`src/rtl/ex_muldiv_seq_if.sv`:
```
// Handshake between the execute stage (master) and the multiply/divide sequencer (slave).
interface ex_muldiv_seq_if;
    logic        start_i;
    logic [1:0]  op_i;
    logic [31:0] a_i;
    logic [31:0] b_i;
    logic [4:0]  rd_i;
    logic        flush_i;
    logic        stall_o;
    logic        done_o;
    logic [31:0] result_o;
    logic [4:0]  rd_o;

    modport master (
        output start_i, op_i, a_i, b_i, rd_i, flush_i,
        input  stall_o, done_o, result_o, rd_o
    );

    modport slave (
        input  start_i, op_i, a_i, b_i, rd_i, flush_i,
        output stall_o, done_o, result_o, rd_o
    );
endinterface

```
`src/rtl/ex_muldiv_seq.sv`:
```
// Iterative unsigned MUL/MULHU/DIVU/REMU sequencer: 32 shift-add or restoring-divide
// iterations, stalling the front of the pipeline until the result is presented.
//
// state | meaning
// IDLE  | waiting for start_i; operands captured on acceptance
// RUN   | one iteration per cycle, cnt counts completed iterations
// DONE  | done_o high for one cycle with result_o/rd_o valid
module ex_muldiv_seq (
    input  logic             clk,
    input  logic             rst,
    ex_muldiv_seq_if.slave   bus
);
    typedef enum logic [1:0] {IDLE, RUN, DONE} state_t;

    state_t      state;
    logic [1:0]  op_q;
    logic [31:0] b_q;
    logic [4:0]  rd_q;
    logic [4:0]  cnt;
    logic [32:0] acc;   // product high half for multiply, partial remainder R for divide
    logic [31:0] lo;    // product low half for multiply, quotient Q for divide
    logic [31:0] result_q;
    logic [4:0]  rd_out_q;
    logic        done_q;

    logic [32:0] mul_sum;
    logic [32:0] div_sh;
    logic [33:0] div_diff;
    logic [32:0] acc_nx;
    logic [31:0] lo_nx;
    logic [31:0] res_nx;

    always_comb begin
        mul_sum  = acc;
        if (lo[0]) begin
            mul_sum = acc + {1'b0, b_q};
        end
        div_sh   = {acc[31:0], lo[31]};
        div_diff = {1'b0, div_sh} - {2'b00, b_q};
        acc_nx   = {1'b0, mul_sum[32:1]};
        lo_nx    = {mul_sum[0], lo[31:1]};
        if (op_q[1]) begin
            if (!div_diff[33]) begin
                acc_nx = div_diff[32:0];
                lo_nx  = {lo[30:0], 1'b1};
            end else begin
                acc_nx = div_sh;
                lo_nx  = {lo[30:0], 1'b0};
            end
        end
        case (op_q)
            2'b00:   res_nx = lo_nx;
            2'b01:   res_nx = acc_nx[31:0];
            2'b10:   res_nx = lo_nx;
            default: res_nx = acc_nx[31:0];
        endcase
    end

    always_ff @(posedge clk or negedge rst) begin
        if (!rst) begin
            state    <= IDLE;
            op_q     <= 2'b00;
            b_q      <= 32'd0;
            rd_q     <= 5'd0;
            cnt      <= 5'd0;
            acc      <= 33'd0;
            lo       <= 32'd0;
            result_q <= 32'd0;
            rd_out_q <= 5'd0;
            done_q   <= 1'b0;
        end else begin
            done_q <= 1'b0;
            case (state)
                IDLE: begin
                    if (bus.start_i && !bus.flush_i) begin
                        op_q <= bus.op_i;
                        b_q  <= bus.b_i;
                        rd_q <= bus.rd_i;
                        cnt  <= 5'd0;
                        acc  <= 33'd0;
                        lo   <= bus.a_i;
                        // Divide by zero skips the loop: DIVU gives all ones, REMU gives the dividend.
                        if (bus.op_i[1] && (bus.b_i == 32'd0)) begin
                            state    <= DONE;
                            done_q   <= 1'b1;
                            rd_out_q <= bus.rd_i;
                            result_q <= bus.op_i[0] ? bus.a_i : 32'hFFFF_FFFF;
                        end else begin
                            state <= RUN;
                        end
                    end
                end
                RUN: begin
                    if (bus.flush_i) begin
                        state <= IDLE;
                    end else begin
                        acc <= acc_nx;
                        lo  <= lo_nx;
                        cnt <= cnt + 5'd1;
                        if (cnt == 5'd31) begin
                            state    <= DONE;
                            done_q   <= 1'b1;
                            result_q <= res_nx;
                            rd_out_q <= rd_q;
                        end
                    end
                end
                DONE: begin
                    state <= IDLE;
                end
                default: begin
                    state <= IDLE;
                end
            endcase
        end
    end

    // Stall is combinational on start_i so the instruction holds in EX during its acceptance cycle.
    assign bus.stall_o  = ((state == IDLE) && bus.start_i && !bus.flush_i) || (state == RUN);
    assign bus.done_o   = done_q;
    assign bus.result_o = result_q;
    assign bus.rd_o     = rd_out_q;
endmodule
```
`src/flat_wrapper.sv`:
```
// flat-port wrapper written by rule: the top's interface ports become plain ports
module ex_muldiv_seq_flat 
  (clk, rst, bus_start_i, bus_op_i, bus_a_i, bus_b_i, bus_rd_i, bus_flush_i, bus_stall_o, bus_done_o, bus_result_o, bus_rd_o);
  ex_muldiv_seq_if bus_i ();
  input  logic clk;
  input  logic rst;
  input wire logic [$bits(bus_i.start_i)-1:0] bus_start_i;
  input wire logic [$bits(bus_i.op_i)-1:0] bus_op_i;
  input wire logic [$bits(bus_i.a_i)-1:0] bus_a_i;
  input wire logic [$bits(bus_i.b_i)-1:0] bus_b_i;
  input wire logic [$bits(bus_i.rd_i)-1:0] bus_rd_i;
  input wire logic [$bits(bus_i.flush_i)-1:0] bus_flush_i;
  output wire logic [$bits(bus_i.stall_o)-1:0] bus_stall_o;
  output wire logic [$bits(bus_i.done_o)-1:0] bus_done_o;
  output wire logic [$bits(bus_i.result_o)-1:0] bus_result_o;
  output wire logic [$bits(bus_i.rd_o)-1:0] bus_rd_o;
  assign bus_i.start_i = bus_start_i;
  assign bus_i.op_i = bus_op_i;
  assign bus_i.a_i = bus_a_i;
  assign bus_i.b_i = bus_b_i;
  assign bus_i.rd_i = bus_rd_i;
  assign bus_i.flush_i = bus_flush_i;
  assign bus_stall_o = bus_i.stall_o;
  assign bus_done_o = bus_i.done_o;
  assign bus_result_o = bus_i.result_o;
  assign bus_rd_o = bus_i.rd_o;
  ex_muldiv_seq u_core (.clk(clk), .rst(rst), .bus(bus_i));
endmodule
```
`config.mk`:
```
export PLATFORM = sky130hd
export DESIGN_NAME = ex_muldiv_seq_flat
export DESIGN_NICKNAME = d
export VERILOG_FILES = /design/src/rtl/ex_muldiv_seq_if.sv /design/src/rtl/ex_muldiv_seq.sv /design/src/flat_wrapper.sv
export SDC_FILE = /design/constraint.sdc
export NUM_CORES = 1
export LEC_CHECK = 0
export CORE_UTILIZATION = 44
export CTS_BUF_LIST = sky130_fd_sc_hd__clkbuf_4
export CTS_CLUSTER_DIAMETER = 200
export DETAILED_ROUTE_END_ITERATION = 10
export SYNTH_ARGS = -nofsm -noshare
export SYNTH_HDL_FRONTEND = slang
export SYNTH_SLANG_ARGS = --single-unit
```
`constraint.sdc`:
```
create_clock -name clk -period 3.9 [get_ports clk]
set_input_delay 0.39 -clock clk [delete_from_list [all_inputs] [get_ports clk]]
set_output_delay 0.39 -clock clk [all_outputs]
set_load 0.05 [all_outputs]
```
# --- Word level (Yosys, flattened, before mapping) ---
# Index checks and enable logic that the tools add are counted.
word_totals:
  register_bits: 149
  in_bits: 75
  out_inout_bits: 39
  word_cells: 72
classes:
  n_addsub: 3
  eq_ne: 8
  muxes: 36
  reduce_logical: 15
ops:
  columns: ["cell", "count"]
  rows:
  - ["$mux 32", 9]
  - ["$mux 33", 5]
  - ["$pmux 32 s2", 2]
  - ["$pmux 33 s2", 1]
  - ["$sub 33x32->34", 1]
  - ["$add 33x32->33", 1]
  - ["$logic_not 32->1", 1]
  - ["$mux 5", 6]
  - ["$pmux 5 s2", 2]
  - ["$mux 2", 4]
  - ["$ne 2x1->1 const B", 3]
  - ["$add 5x1->5 const B", 1]
  - ["$eq 5x5->1 const B", 1]
  - ["$mux 1", 5]
  - ["$reduce_and 5->1", 1]
  - ["$logic_and 1x1->1", 4]
  - ["$logic_not 2->1", 2]
  - ["$pmux 2 s2", 1]
  - ["$reduce_and 2->1", 2]
  - ["$ne 3x2->1 const B", 1]
  - ["$reduce_and 3->1", 1]
  - ["$eq 2x1->1 const B", 1]
  - ["$eq 2x2->1 const B", 1]
  - ["$ne 2x2->1 const B", 1]
  - ["5 further kinds", 5]

# --- Depth between registers and ports, before layout ---
# Gate-level depths: netlist of the first run.
logic_depth:
  word_depth: 7
  depth_mapped: 15
  depth_no_buf: 12

# --- Worst setup path before layout of the first run ---
# No wires, ideal clock.
synth_path:
  path_type: "reg-to-reg"
  start: "register u_core.acc[0]"
  end: "register u_core.acc[25]"
  setup_ns: 0.135
  t_arrival_ns: 2.804
  required_time_ns: 3.765
  setup_slack_ns: 0.961
  stages_incl_launch_ff: 12
  n_path_buf: 0
  period_less_slack_ns: 2.939
  path_cell_list: "dfrtp_1 -> ha_1 -> fa_1 -> a211oi_1 -> o21ai_0 -> a211oi_2 -> o31a_1 -> o21ai_2 -> a221oi_1 -> mux2i_1 -> o32ai_1 -> o21ai_0"
synth_via:
  elab_chain_len: 5
  elab_cells_between_ends: 7
  classes_between: "add/sub (2); mux (5)"
synth_lines:
  columns: ["item", "line", "source"]
  rows:
  - ["start, declared", "ex_muldiv_seq.sv:20", "logic [32:0] acc;"]
  - ["start signal, assigned", "ex_muldiv_seq.sv:97", "acc <= acc_nx;"]
  - ["$add 33x32->33 / $sub 33x32->34 (equally long branches)", "ex_muldiv_seq.sv:36, ex_muldiv_seq.sv:39", null]
  - ["$mux 33 (on tied branches)", "ex_muldiv_seq.sv:35, ex_muldiv_seq.sv:43", null]
  - ["$mux 33 (*)", "ex_muldiv_seq.sv:42", "if (op_q[1]) begin"]
  - ["$mux 33 (*)", "ex_muldiv_seq.sv:94", "if (bus.flush_i) begin"]
  - ["$pmux 33 s2 (*)", "ex_muldiv_seq.sv:73", "case (state)"]
# Every way passes the cells marked *; elsewhere a longest branch is shown, timed or not. The select of a mux whose other input is x is not followed.
# A chain may end at the register's enable or synchronous reset.

# --- Final worst setup path of the first run ---
layout_path:
  start: "register u_core.acc[0]"
  end: "register u_core.acc[19]"
# Same word-level chain as after synthesis.

==> results of run 1 <==
## stage by stage
| step | utilization [%] | cell area, µm² |
|---|---|---|
| 2_1_floorplan | - | 11600 |
| 3_3_place_gp | 50.5 | 13100 |
| 3_5_place_dp | 50.5 | 13100 |
| 4_1_cts | 51.6 | 13400 |
| 5_1_grt | 51.6 | 13400 |
| 6_report | 51.6 | 13400 |
## area by class of cell
cell class / count / area, µm² / area share [%]
Antenna cell: 3 / 7.51 / 0.0560
Clock buffer: 18 / 135 / 1.01
Clock inverter: 14 / 138 / 1.03
Inverter: 52 / 195 / 1.46
Multi-Input combinational cell: 1116 / 7350 / 54.8
Sequential cell: 149 / 3730 / 27.8
Tap cell: 335 / 419 / 3.13
Timing Repair Buffer: 150 / 1430 / 10.6
## logic make-up (layout without fill, tap and decap cells)
group / Yosys count / count (layout) / share of synthesized area (%)
multiplexers: 68 / 68 / 5.92
AO/OA/AOI/OAI: 490 / 490 / 29.0
AND/OR/NAND/NOR: 450 / 450 / 17.7
buffers and inverters: 135 / 234 / 4.75
flip-flops: 149 / 149 / 32.1
other: 0 / 3 / 0
adder cells (fa/ha/maj): 68 / 68 / 7.46
XOR/XNOR: 40 / 40 / 3.02
## per-layer routing
layer / vias up / global-route usage (%)
met4: 0 / 17.0
met2: 404 / 52.1
li1: 5387 / -
met3: 115 / 3.74
met5: - / 0
met1: 5615 / 41.6
## synthesized netlist by cell type (6+ instances only)
library cell	instances	area, µm²
mux2i_1	63	631
o21ai_1	10	50.1
nor2_1	107	402
ha_1	66	826
or3_1	14	87.6
nand4_1	11	68.8
nor4_1	12	75.1
nand2_1	180	676
a32o_1	8	80.1
inv_1	51	191
a221o_1	39	390
o21a_1	16	120
clkbuf_1	61	229
o31ai_1	12	90.1
a31oi_1	20	125
xnor2_1	25	219
a211oi_1	26	195
o21ai_0	147	736
o311a_1	9	90.1
a22o_1	13	114
dfrtp_1	149	3730
a21o_1	28	210
nor3_1	29	145
nor2b_1	10	62.6
nand3_1	38	190
xor2_1	15	131
o31a_1	6	52.6
buf_2	7	35.0
nand2b_1	12	75.1
and3_1	15	93.8
buf_1	8	30.0
a21oi_1	78	390
o211ai_1	13	97.6
## power by group
group	internal, W	switching (W)
combinational	0.00183	0.00305
sequential	0.00181	0.000392
clock	0.000290	0.000732
total	0.00393	0.00418
## critical path, stage by stage, from the launching register on
cell and delay, ns:
dfrtp_1 0.50, ha_1 0.27, fa_1 0.47, a211oi_1 0.31, o21ai_0 0.24, a211oi_1 0.35
nor2_1 0.15, o41ai_1 0.46, o21ai_0 0.22, xnor2_1 0.22, o211ai_1 0.14, a22o_1 0.21
## sequential cells by signal (all words and copies together) (netlist names)
register / flops
u_core.b_q: 32
u_core.op_q: 2
u_core.cnt: 5
u_core.lo: 32
u_core.rd_q: 5
u_core.acc: 33
u_core.bus.result_o: 32
u_core.bus.rd_o: 5
u_core.bus.done_o: 1
u_core.state: 2
## path summary, 6_finish.rpt
check | start | to | slack (ns) | cells after the start
worst max-delay path | u_core.acc[0] | u_core.acc[19] | 0.27 | 11
worst min-delay path | bus_rd_i[1] | u_core.rd_q[1] | 0.33 | 3
worst max register to register | u_core.acc[0] | u_core.acc[19] | 0.27 | 11
worst min register to register | u_core.rd_q[2] | u_core.rd_q[2] | 0.50 | 2
max in group asynchronous | rst | u_core.bus.result_o[19] | 2.47 | 3
min in group asynchronous | rst | u_core.b_q[7] | 0.43 | 2
==> results.py, run 1 <==
metrics = {
    "status": {
        "status": "finished clean",
    },
    "global_route": {
        "grt.total_usage_pct": 32.1,
        "grt_pass1_vias": 11194,
        "antenna_found_initial": 1,
        "gr-total-overflow": 0,
        "grt_max_degree": 91,
        "grt_first_pass_wirelength_mm": 65.0,
    },
    "critical_path": {
        "path_max_fanout": 6,
        "critPathRequiredTime_ns": 4.38,
        "start_kind": "flip-flop",
        "path_class": "reg -> reg",
        "critPathCaptureType": "flip-flop",
        "crit_arrival_ns": 4.11,
    },
    "floorplanning": {
        "die_w_um": 164,
        "dieArea_mm2": 0.0270,
        "rows": 59,
        "start_util_pct": 44.6,
        "core_area_mm2": 0.0260,
        "die_h_um": 164,
        "pin_count": 114,
    },
    "cts": {
        "clock_path_buffers": 2,
        "postCtsSetupBuffers": 0,
        "clk_pin_slew_ns": 0.16,
        "cts_tree": "built",
        "clkLatencyLatePin_ns": 0.60,
        "htreeDepth": 4,
        "cts_root_buffer": "clkbuf_4",
        "cts_made_buffers": 17,
        "ctsResizeCount": 0,
        "cts_hold_buffers": 1,
        "cts.sinks": 149,
    },
    "timing": {
        "rsz0062_at_grt": "no",
        "tns_ns": 0,
        "finalCritPeriodShare_pct": 93.1,
        "worst_pin_slew_ns": 0.947,
        "report.final.slew_viol_count": 0,
        "timing.hold.ws_ns": 0.332,
        "setup_viol": 0,
        "fmax_ghz": 0.276,
        "hold_violations": 0,
        "post-route-min-period_ns": 3.63,
        "setup_ws_ns": 0.271,
        "max_slew_margin_pct": 36.9,
        "fin_skew_ns": 0.0352,
    },
    "routing": {
        "routed_wl_mm": 42.5,
        "dr.pass1.iters": 5,
        "wl_met2_mm": 20.0,
        "drc": 0,
        "vias": 11521,
        "via_per_inst": 6.27,
        "top_layer": "met4",
        "wl_met3_mm": 1.98,
        "drtAntennaViolNets": 0,
        "wl_met1_mm": 18.4,
        "initialDrtViolationCount": 945,
        "avgRoutedWirePerCell_um": 23.2,
    },
    "layout": {
        "final_cell_mix": "180 x nand2_1, 148 x dfrtp_1, 147 x o21ai_0",
        "final_common_cell": "nand2_1",
        "area_delta_synth_final_pct": 15.5,
        "fin_nets": 1629,
        "final.fill_count": 2585,
        "stdcell_count": 1837,
        "drive_gt1_share_pct": 7.14,
    },
    "power": {
        "p_total_w": 0.00811,
        "power_density_mw_per_mm2": 605,
        "p_leak_nw": 5.90,
        "max-vdd-ir-drop_mv": 0.283,
    },
    "logic_synthesis": {
        "synthArstFlopShare_pct": 100,
        "yosysWarnings": 0,
        "syn_nets": 1543,
        "synth_flop_cell": "dfrtp_1",
        "syn_inst": 1400,
        "netlist_area_mm2": 0.0116,
        "synth_edf_count": 0,
        "ys_ff_latch": 149,
        "yosysUniqueCellTypes": 85,
        "synth.avg_cell_area_um2": 8.29,
        "yosysSeqAreaShare_pct": 32.1,
    },
    "place": {
        "gp_congestion": 0.979,
        "hpwl_mm": 31.9,
        "portBuffers": 113,
        "place_inst": 1801,
        "place_ws_ns": 0.387,
    },
    "job": {
        "maxCapViolCount": 0,
    },
    "worst_hold_path": {
        "hp-class": "in -> reg",
    },
}
No activity file was read; power rests on OpenSTA's default activity.
==> run 2, diff against run 1 <==
HOLD_SLACK_MARGIN = 0.05   (was unset)
==> results of run 2 <==
The final DEF is identical to that of run 1; final timing and power are the same.
